--- config.mk ---
export PLATFORM = sky130hd
export DESIGN_NAME = snax_axi_host_loader
export DESIGN_NICKNAME = d
export VERILOG_FILES = /design/src/rtl/snax_axi_host_loader.sv
export SDC_FILE = /design/constraint.sdc
export NUM_CORES = 1
export LEC_CHECK = 0
export ABC_CLOCK_PERIOD_IN_PS = 2900
export BUFFER_PORTS_ARGS = -buffer_cell sky130_fd_sc_hd__buf_2
export CORE_AREA = 2 2 216 218
export CTS_CLUSTER_DIAMETER = 120
export DETAILED_ROUTE_END_ITERATION = 16
export DIE_AREA = 0 0 218 220
export SLEW_MARGIN = 10
export SYNTH_ARGS = -nofsm -noshare
export SYNTH_HDL_FRONTEND = slang
export SYNTH_SLANG_ARGS = --single-unit
--- constraint.sdc ---
create_clock -name clk_i -period 2.9 [get_ports clk_i]
set_input_delay 0.29 -clock clk_i [delete_from_list [all_inputs] [get_ports clk_i]]
set_output_delay 0.29 -clock clk_i [all_outputs]
set_load 0.02 [all_outputs]
--- src/rtl/snax_axi_host_loader.sv ---
// AXI4 master that turns a command stream plus a write-data stream into INCR bursts
// towards the SNAX host port; one transaction in flight, sticky error reporting.
module snax_axi_host_loader #(
    parameter logic [3:0] AxiId         = 4'h0,
    parameter logic [1:0] AxiUser       = 2'h0,
    parameter bit         CheckBoundary = 1'b1
) (
    input  logic        clk_i,
    input  logic        rst_i,
    input  logic        cmd_valid_i,
    output logic        cmd_ready_o,
    input  logic        cmd_write_i,
    input  logic [47:0] cmd_addr_i,
    input  logic [7:0]  cmd_len_i,
    input  logic        wdata_valid_i,
    output logic        wdata_ready_o,
    input  logic [63:0] wdata_i,
    input  logic [7:0]  wstrb_i,
    output logic        rdata_valid_o,
    input  logic        rdata_ready_i,
    output logic [63:0] rdata_o,
    output logic        rdata_last_o,
    output logic        busy_o,
    output logic        err_o,
    output logic [1:0]  err_code_o,
    input  logic        err_clr_i,
    output logic [15:0] txn_cnt_o,
    output logic [3:0]  m_axi_awid_o,
    output logic [47:0] m_axi_awaddr_o,
    output logic [7:0]  m_axi_awlen_o,
    output logic [2:0]  m_axi_awsize_o,
    output logic [1:0]  m_axi_awburst_o,
    output logic        m_axi_awlock_o,
    output logic [3:0]  m_axi_awcache_o,
    output logic [2:0]  m_axi_awprot_o,
    output logic [3:0]  m_axi_awqos_o,
    output logic [3:0]  m_axi_awregion_o,
    output logic [1:0]  m_axi_awuser_o,
    output logic        m_axi_awvalid_o,
    input  logic        m_axi_awready_i,
    output logic [63:0] m_axi_wdata_o,
    output logic [7:0]  m_axi_wstrb_o,
    output logic        m_axi_wlast_o,
    output logic [1:0]  m_axi_wuser_o,
    output logic        m_axi_wvalid_o,
    input  logic        m_axi_wready_i,
    input  logic [3:0]  m_axi_bid_i,
    input  logic [1:0]  m_axi_bresp_i,
    input  logic        m_axi_bvalid_i,
    output logic        m_axi_bready_o,
    output logic [3:0]  m_axi_arid_o,
    output logic [47:0] m_axi_araddr_o,
    output logic [7:0]  m_axi_arlen_o,
    output logic [2:0]  m_axi_arsize_o,
    output logic [1:0]  m_axi_arburst_o,
    output logic        m_axi_arlock_o,
    output logic [3:0]  m_axi_arcache_o,
    output logic [2:0]  m_axi_arprot_o,
    output logic [3:0]  m_axi_arqos_o,
    output logic [3:0]  m_axi_arregion_o,
    output logic [1:0]  m_axi_aruser_o,
    output logic        m_axi_arvalid_o,
    input  logic        m_axi_arready_i,
    input  logic [3:0]  m_axi_rid_i,
    input  logic [63:0] m_axi_rdata_i,
    input  logic [1:0]  m_axi_rresp_i,
    input  logic        m_axi_rlast_i,
    input  logic        m_axi_rvalid_i,
    output logic        m_axi_rready_o
);

    typedef enum logic [2:0] {
        S_IDLE  = 3'd0,
        S_AW    = 3'd1,
        S_W     = 3'd2,
        S_B     = 3'd3,
        S_AR    = 3'd4,
        S_R     = 3'd5,
        S_DRAIN = 3'd6
    } state_e;

    state_e      state_q, state_d;
    logic [47:0] addr_q, addr_d;
    logic [7:0]  len_q, len_d;
    logic [7:0]  beat_q, beat_d;
    logic [15:0] txn_cnt_q, txn_cnt_d;
    logic        err_q;
    logic [1:0]  err_code_q;
    logic        err_set_s;
    logic [1:0]  err_new_s;
    logic        misalign_s;
    logic        cross_s;
    logic [13:0] end_off_s;
    logic        unused_s;

    assign misalign_s = (cmd_addr_i[2:0] != 3'b000);
    // Offset of the first byte past the burst within its 4 KiB page.
    assign end_off_s  = {2'b00, cmd_addr_i[11:0]} + {3'b000, cmd_len_i, 3'b000} + 14'd8;
    assign cross_s    = (CheckBoundary == 1'b1) && (end_off_s > 14'd4096);
    assign unused_s   = ^{m_axi_bid_i, m_axi_rid_i};

    assign m_axi_awid_o     = AxiId;
    assign m_axi_awaddr_o   = addr_q;
    assign m_axi_awlen_o    = len_q;
    assign m_axi_awsize_o   = 3'd3;
    assign m_axi_awburst_o  = 2'b01;
    assign m_axi_awlock_o   = 1'b0;
    assign m_axi_awcache_o  = 4'h0;
    assign m_axi_awprot_o   = 3'h0;
    assign m_axi_awqos_o    = 4'h0;
    assign m_axi_awregion_o = 4'h0;
    assign m_axi_awuser_o   = AxiUser;
    assign m_axi_wuser_o    = AxiUser;
    assign m_axi_arid_o     = AxiId;
    assign m_axi_araddr_o   = addr_q;
    assign m_axi_arlen_o    = len_q;
    assign m_axi_arsize_o   = 3'd3;
    assign m_axi_arburst_o  = 2'b01;
    assign m_axi_arlock_o   = 1'b0;
    assign m_axi_arcache_o  = 4'h0;
    assign m_axi_arprot_o   = 3'h0;
    assign m_axi_arqos_o    = 4'h0;
    assign m_axi_arregion_o = 4'h0;
    assign m_axi_aruser_o   = AxiUser;

    assign busy_o     = (state_q != S_IDLE);
    assign err_o      = err_q;
    assign err_code_o = err_code_q;
    assign txn_cnt_o  = txn_cnt_q;

    // Next-state, counters and channel outputs.
    always_comb begin
        state_d         = state_q;
        addr_d          = addr_q;
        len_d           = len_q;
        beat_d          = beat_q;
        txn_cnt_d       = txn_cnt_q;
        err_set_s       = 1'b0;
        err_new_s       = 2'b00;
        cmd_ready_o     = 1'b0;
        wdata_ready_o   = 1'b0;
        rdata_valid_o   = 1'b0;
        rdata_o         = 64'h0;
        rdata_last_o    = 1'b0;
        m_axi_awvalid_o = 1'b0;
        m_axi_wvalid_o  = 1'b0;
        m_axi_wdata_o   = 64'h0;
        m_axi_wstrb_o   = 8'h00;
        m_axi_wlast_o   = 1'b0;
        m_axi_bready_o  = 1'b0;
        m_axi_arvalid_o = 1'b0;
        m_axi_rready_o  = 1'b0;
        case (state_q)
            S_IDLE: begin
                cmd_ready_o = !rst_i;
                if (cmd_valid_i && !rst_i) begin
                    addr_d = cmd_addr_i;
                    len_d  = cmd_len_i;
                    beat_d = 8'd0;
                    if (misalign_s || cross_s) begin
                        err_set_s = 1'b1;
                        err_new_s = misalign_s ? 2'b10 : 2'b11;
                        state_d   = cmd_write_i ? S_DRAIN : S_IDLE;
                    end else begin
                        state_d = cmd_write_i ? S_AW : S_AR;
                    end
                end else begin
                    state_d = S_IDLE;
                end
            end
            S_AW: begin
                m_axi_awvalid_o = 1'b1;
                if (m_axi_awready_i) begin
                    state_d = S_W;
                end else begin
                    state_d = S_AW;
                end
            end
            S_W: begin
                m_axi_wvalid_o = wdata_valid_i;
                wdata_ready_o  = m_axi_wready_i;
                m_axi_wdata_o  = wdata_i;
                m_axi_wstrb_o  = wstrb_i;
                m_axi_wlast_o  = (beat_q == len_q);
                if (wdata_valid_i && m_axi_wready_i) begin
                    beat_d  = beat_q + 8'd1;
                    state_d = (beat_q == len_q) ? S_B : S_W;
                end else begin
                    state_d = S_W;
                end
            end
            S_B: begin
                m_axi_bready_o = 1'b1;
                if (m_axi_bvalid_i) begin
                    err_set_s = (m_axi_bresp_i != 2'b00);
                    err_new_s = 2'b01;
                    txn_cnt_d = txn_cnt_q + 16'd1;
                    state_d   = S_IDLE;
                end else begin
                    state_d = S_B;
                end
            end
            S_AR: begin
                m_axi_arvalid_o = 1'b1;
                if (m_axi_arready_i) begin
                    state_d = S_R;
                end else begin
                    state_d = S_AR;
                end
            end
            S_R: begin
                rdata_valid_o  = m_axi_rvalid_i;
                m_axi_rready_o = rdata_ready_i;
                rdata_o        = m_axi_rdata_i;
                rdata_last_o   = m_axi_rlast_i;
                if (m_axi_rvalid_i && rdata_ready_i) begin
                    err_set_s = (m_axi_rresp_i != 2'b00);
                    err_new_s = 2'b01;
                    if (m_axi_rlast_i) begin
                        txn_cnt_d = txn_cnt_q + 16'd1;
                        state_d   = S_IDLE;
                    end else begin
                        state_d = S_R;
                    end
                end else begin
                    state_d = S_R;
                end
            end
            S_DRAIN: begin
                wdata_ready_o = 1'b1;
                if (wdata_valid_i) begin
                    beat_d  = beat_q + 8'd1;
                    state_d = (beat_q == len_q) ? S_IDLE : S_DRAIN;
                end else begin
                    state_d = S_DRAIN;
                end
            end
            default: begin
                state_d = S_IDLE;
            end
        endcase
    end

    // State, command and counter registers.
    always_ff @(posedge clk_i) begin
        if (rst_i) begin
            state_q   <= S_IDLE;
            addr_q    <= 48'h0;
            len_q     <= 8'd0;
            beat_q    <= 8'd0;
            txn_cnt_q <= 16'd0;
        end else begin
            state_q   <= state_d;
            addr_q    <= addr_d;
            len_q     <= len_d;
            beat_q    <= beat_d;
            txn_cnt_q <= txn_cnt_d;
        end
    end

    // Sticky error: first error since the last clear is kept; a clear beats a same-cycle error.
    always_ff @(posedge clk_i) begin
        if (rst_i) begin
            err_q      <= 1'b0;
            err_code_q <= 2'b00;
        end else if (err_clr_i) begin
            err_q      <= 1'b0;
            err_code_q <= 2'b00;
        end else if (err_set_s && !err_q) begin
            err_q      <= 1'b1;
            err_code_q <= err_new_s;
        end else begin
            err_q      <= err_q;
            err_code_q <= err_code_q;
        end
    end

endmodule
==> metrics.txt <==
# TYPE chip_impl_metric gauge
chip_impl_info{name="outcome",value="completed"} 1
chip_impl_metric{name="post_synth_num_cell_types",unit=""} 55
chip_impl_metric{name="detail_route.drc_violations",unit=""} 0
chip_impl_metric{name="placed_cell_area",unit="sq um"} 8520
chip_impl_metric{name="num-fill-cells",unit=""} 5196
chip_impl_metric{name="globalRoute.totalOverflow",unit=""} 0
chip_impl_metric{name="data_required_time_at_the_worst_endpoint",unit="ns"} 3.16
chip_impl_metric{name="post_drt_wl_per_cell",unit="um"} 21.1
chip_impl_metric{name="post_layout_nets",unit=""} 1412
chip_impl_metric{name="p_leak",unit="nW"} 4.67
chip_impl_info{name="ys_top_cells_by_area",value="sky130_fd_sc_hd__dfxtp_1, sky130_fd_sc_hd__and2_1, sky130_fd_sc_hd__buf_4"} 1
chip_impl_metric{name="synth.yosys.warnings",unit=""} 0
chip_impl_metric{name="antenna_violations_before_repair",unit=""} 77
chip_impl_metric{name="fin_worst_skew",unit="ns"} 0.0144
chip_impl_metric{name="drive_above_1_share",unit="%"} 47.0
chip_impl_metric{name="yosysTopAreaCellShare",unit="%"} 29.0
chip_impl_info{name="clockRootBuffer",value="sky130_fd_sc_hd__clkbuf_16"} 1
chip_impl_metric{name="hold_viol",unit=""} 0
chip_impl_metric{name="syn_inst",unit=""} 749
chip_impl_info{name="synth_largest_area_cell",value="sky130_fd_sc_hd__dfxtp_1"} 1
chip_impl_metric{name="fp-row-count",unit=""} 79
chip_impl_metric{name="drt_iter0_markers",unit=""} 259
chip_impl_info{name="final_cell_mix",value="sky130_fd_sc_hd__buf_2, sky130_fd_sc_hd__and2_1, sky130_fd_sc_hd__dfxtp_1, sky130_fd_sc_hd__nand2_1"} 1
chip_impl_metric{name="period_share",unit="%"} 96.9
chip_impl_metric{name="firstDrtPassIters",unit=""} 4
chip_impl_metric{name="power",unit="W"} 0.00374
chip_impl_metric{name="dpl.hpwl",unit="um"} 33600
chip_impl_metric{name="placement.io_buffers",unit=""} 486
chip_impl_metric{name="cp.arrival",unit="ns"} 3.07
chip_impl_metric{name="initial_core_util",unit="%"} 12.9
chip_impl_metric{name="finalSetupViolCount",unit=""} 0
chip_impl_metric{name="power_density",unit="nW/um^2"} 419
chip_impl_metric{name="cts_hold_buf",unit=""} 0
chip_impl_info{name="setup_crit_end_kind",value="register"} 1
chip_impl_metric{name="design.core.area",unit="sq um"} 45900
chip_impl_metric{name="timing.max_slew.rel_slack",unit="%"} 44.2
chip_impl_metric{name="max_capacitance_violation_count",unit=""} 0
chip_impl_info{name="synth_top_flop_cell",value="sky130_fd_sc_hd__dfxtp_1"} 1
chip_impl_metric{name="worst_skew_pair.late_latency",unit="ns"} 0.36
chip_impl_metric{name="synthSimpleGateAreaFrac",unit="%"} 33.3
chip_impl_metric{name="synth.cell_area",unit="sq um"} 5930
chip_impl_metric{name="ctsLongestPathBuffers",unit=""} 2
chip_impl_metric{name="synth_xor_xnor_area_share",unit="%"} 4.73
chip_impl_metric{name="worst_ir_drop_vdd",unit="uV"} 245
chip_impl_metric{name="critical_path.max_fanout",unit=""} 2
chip_impl_info{name="grt_setup_unrepaired",value="true"} 1
chip_impl_metric{name="die_area",unit="sq um"} 48000
chip_impl_metric{name="average_size_of_a_mapped_cell",unit="sq um"} 7.92
chip_impl_metric{name="tightestPinTransition",unit="ns"} 0.837
chip_impl_metric{name="fmax",unit="MHz"} 356
chip_impl_metric{name="synth-adder-area-share",unit="%"} 4.56
chip_impl_metric{name="via_count",unit=""} 6749
chip_impl_metric{name="routed_wl",unit="um"} 38300
chip_impl_metric{name="worst-r2r-setup-slack",unit="ns"} 0.72
chip_impl_metric{name="gp_congestion",unit=""} 0.907
chip_impl_metric{name="postRouteAntennaNets",unit=""} 0
chip_impl_metric{name="design.portCount",unit=""} 551
chip_impl_info{name="cts_tree",value="built"} 1
chip_impl_metric{name="synth-async-reset-ratio",unit="%"} 0
chip_impl_info{name="mostFrequentLayoutCell",value="sky130_fd_sc_hd__buf_2"} 1
chip_impl_metric{name="area_growth",unit="%"} 50.8
chip_impl_metric{name="cts_num_sinks",unit=""} 86
chip_impl_metric{name="utilization",unit="%"} 19.5
chip_impl_metric{name="final.min_clock_period",unit="ns"} 2.81
chip_impl_metric{name="global_route.usage.total",unit="%"} 15.3
chip_impl_metric{name="synth_enable_flop_cells",unit=""} 0
chip_impl_metric{name="numCtsBuffers",unit=""} 9
chip_impl_info{name="hold_class",value="in -> reg"} 1
chip_impl_metric{name="grt_start_max_net_pins",unit=""} 111
chip_impl_info{name="critical_path_class",value="in -> reg"} 1
chip_impl_metric{name="per_cell_via_count_in_the_routed_design",unit=""} 3.72
chip_impl_info{name="timing.critical_path.from_type",value="primary input"} 1
chip_impl_metric{name="fp.dieW",unit="um"} 218
chip_impl_metric{name="cts-htree-levels",unit=""} 3
chip_impl_metric{name="clk_transition_reported_paths",unit="ns"} 0.08
chip_impl_metric{name="grt_pass1_vias",unit=""} 6080
chip_impl_metric{name="layout.cell_area.non_filler",unit="sq um"} 8940
chip_impl_metric{name="grt_first_pass_wirelength",unit="um"} 49600
chip_impl_metric{name="die_y",unit="um"} 220
chip_impl_info{name="synth_top_family_by_area",value="simple AND/OR/NAND/NOR gates"} 1
chip_impl_metric{name="synth_seq_cells",unit=""} 86
chip_impl_metric{name="portion_of_the_post_synthesis_area_used_by_sequential_elements",unit="%"} 29.0
chip_impl_metric{name="final_max_slew_violation_count",unit=""} 0
chip_impl_metric{name="synthMuxAreaShare",unit="%"} 0.527
chip_impl_metric{name="synth-compound-area-share",unit="%"} 9.89
sequential cells by signal, indices dropped and copies added (netlist names):
signal and count:
m_axi_araddr_o 48, txn_cnt_o 16, beat_q 8, m_axi_arlen_o 8
state_q 3, err_code_o 2, err_o 1
through the flow:
step	hold WS (ns)	worst slack, ns	setup TNS [ns]	std cells
final	0.115	0.0903	0	1813
after global routing	0.108	-0.0471	-0.0471	1789
after detailed placement	0.446	-0.438	-1.22	1768
after global placement	0.444	-0.427	-1.09	1768
after floorplan	0.362	0.0111	0	803
after CTS	0.0817	0.00913	0	1785
synthesized netlist by cell type, drive strengths merged, types with 2 or more instances:
library cell,number
nand2,67
dfxtp,86
nand2b,60
o22ai,2
o211ai,2
nor3,10
a221oi,3
mux2i,2
and2,141
and3b,2
o2111ai,2
inv,9
buf,122
a31oi,3
nor2,26
clkbuf,31
nand4,9
conb,2
nand3b,2
nand3,12
or3,4
a21oi,11
and3,4
o21ai,61
ha,20
nor3b,3
and4,2
nor4,2
xor2,17
a21o,3
a211oi,2
xnor2,15
timing repair:
action | 4_1_cts | 5_1_grt
pin swaps | 3 | 8
gates resized for setup | 1 | 11
buffers inserted | 1 | 1
setup endpoints to repair | 1 | 2
cells by family (layout without fill, tap and decap cells):
family | count (synthesis) | count (layout)
xor gates and xnor gates | 32 | 32
AOI/OAI and AO/OA | 96 | 96
adders and majority gates | 21 | 21
other | 2 | 83
buffers and inverters | 162 | 538
and+or+nand+nor | 347 | 347
DFF | 86 | 86
muxes | 3 | 3
final timing paths:
check                              startpoint             to  depth (start not counted)
worst max-delay path             cmd_len_i[0]     state_q[2]                         16
worst min-delay path                err_clr_i          err_o                          2
worst max register to register     state_q[1]  txn_cnt_o[15]                          7
worst min register to register  err_code_o[0]  err_code_o[0]                          2
where the power goes:
group          internal, W  total, W  switching (W)  leakage (nW)
registers          0.00127   0.00136      0.0000969         0.704
logic             0.000449   0.00122       0.000776          3.82
clock network     0.000618   0.00116       0.000537         0.142
final cells by class:
class	instances	area, sq um	share of cell area (%)
repair buffers	513	2660	29.7
flip-flops and latches	86	1720	19.3
inverters	9	33.8	0.378
clock buffers	10	239	2.67
multi-input cells	555	3410	38.2
diodes	27	67.6	0.755
clock inverters	6	50.0	0.560
well taps	607	759	8.49
critical path: stages:
cell and delay, ns:
sky130_fd_sc_hd__buf_2 0.10, sky130_fd_sc_hd__inv_2 0.05, sky130_fd_sc_hd__ha_1 0.18, sky130_fd_sc_hd__inv_2 0.06
sky130_fd_sc_hd__ha_4 0.13, sky130_fd_sc_hd__fa_2 0.43, sky130_fd_sc_hd__nor2_2 0.09, sky130_fd_sc_hd__o2111ai_1 0.11
sky130_fd_sc_hd__nor4_1 0.27, sky130_fd_sc_hd__nand4_1 0.12, sky130_fd_sc_hd__a2111o_1 0.43, sky130_fd_sc_hd__a21o_1 0.22
sky130_fd_sc_hd__ha_4 0.28, sky130_fd_sc_hd__inv_2 0.03, sky130_fd_sc_hd__a211oi_2 0.21, sky130_fd_sc_hd__nor2_1 0.06
layer usage:
metal  GRT usage [%]  wire [um]
met4            3.49        884
met2            31.6      21200
met1            13.9      12400
met5               0        176
met3            5.67       3580
Power figures use the tool's default switching activity.
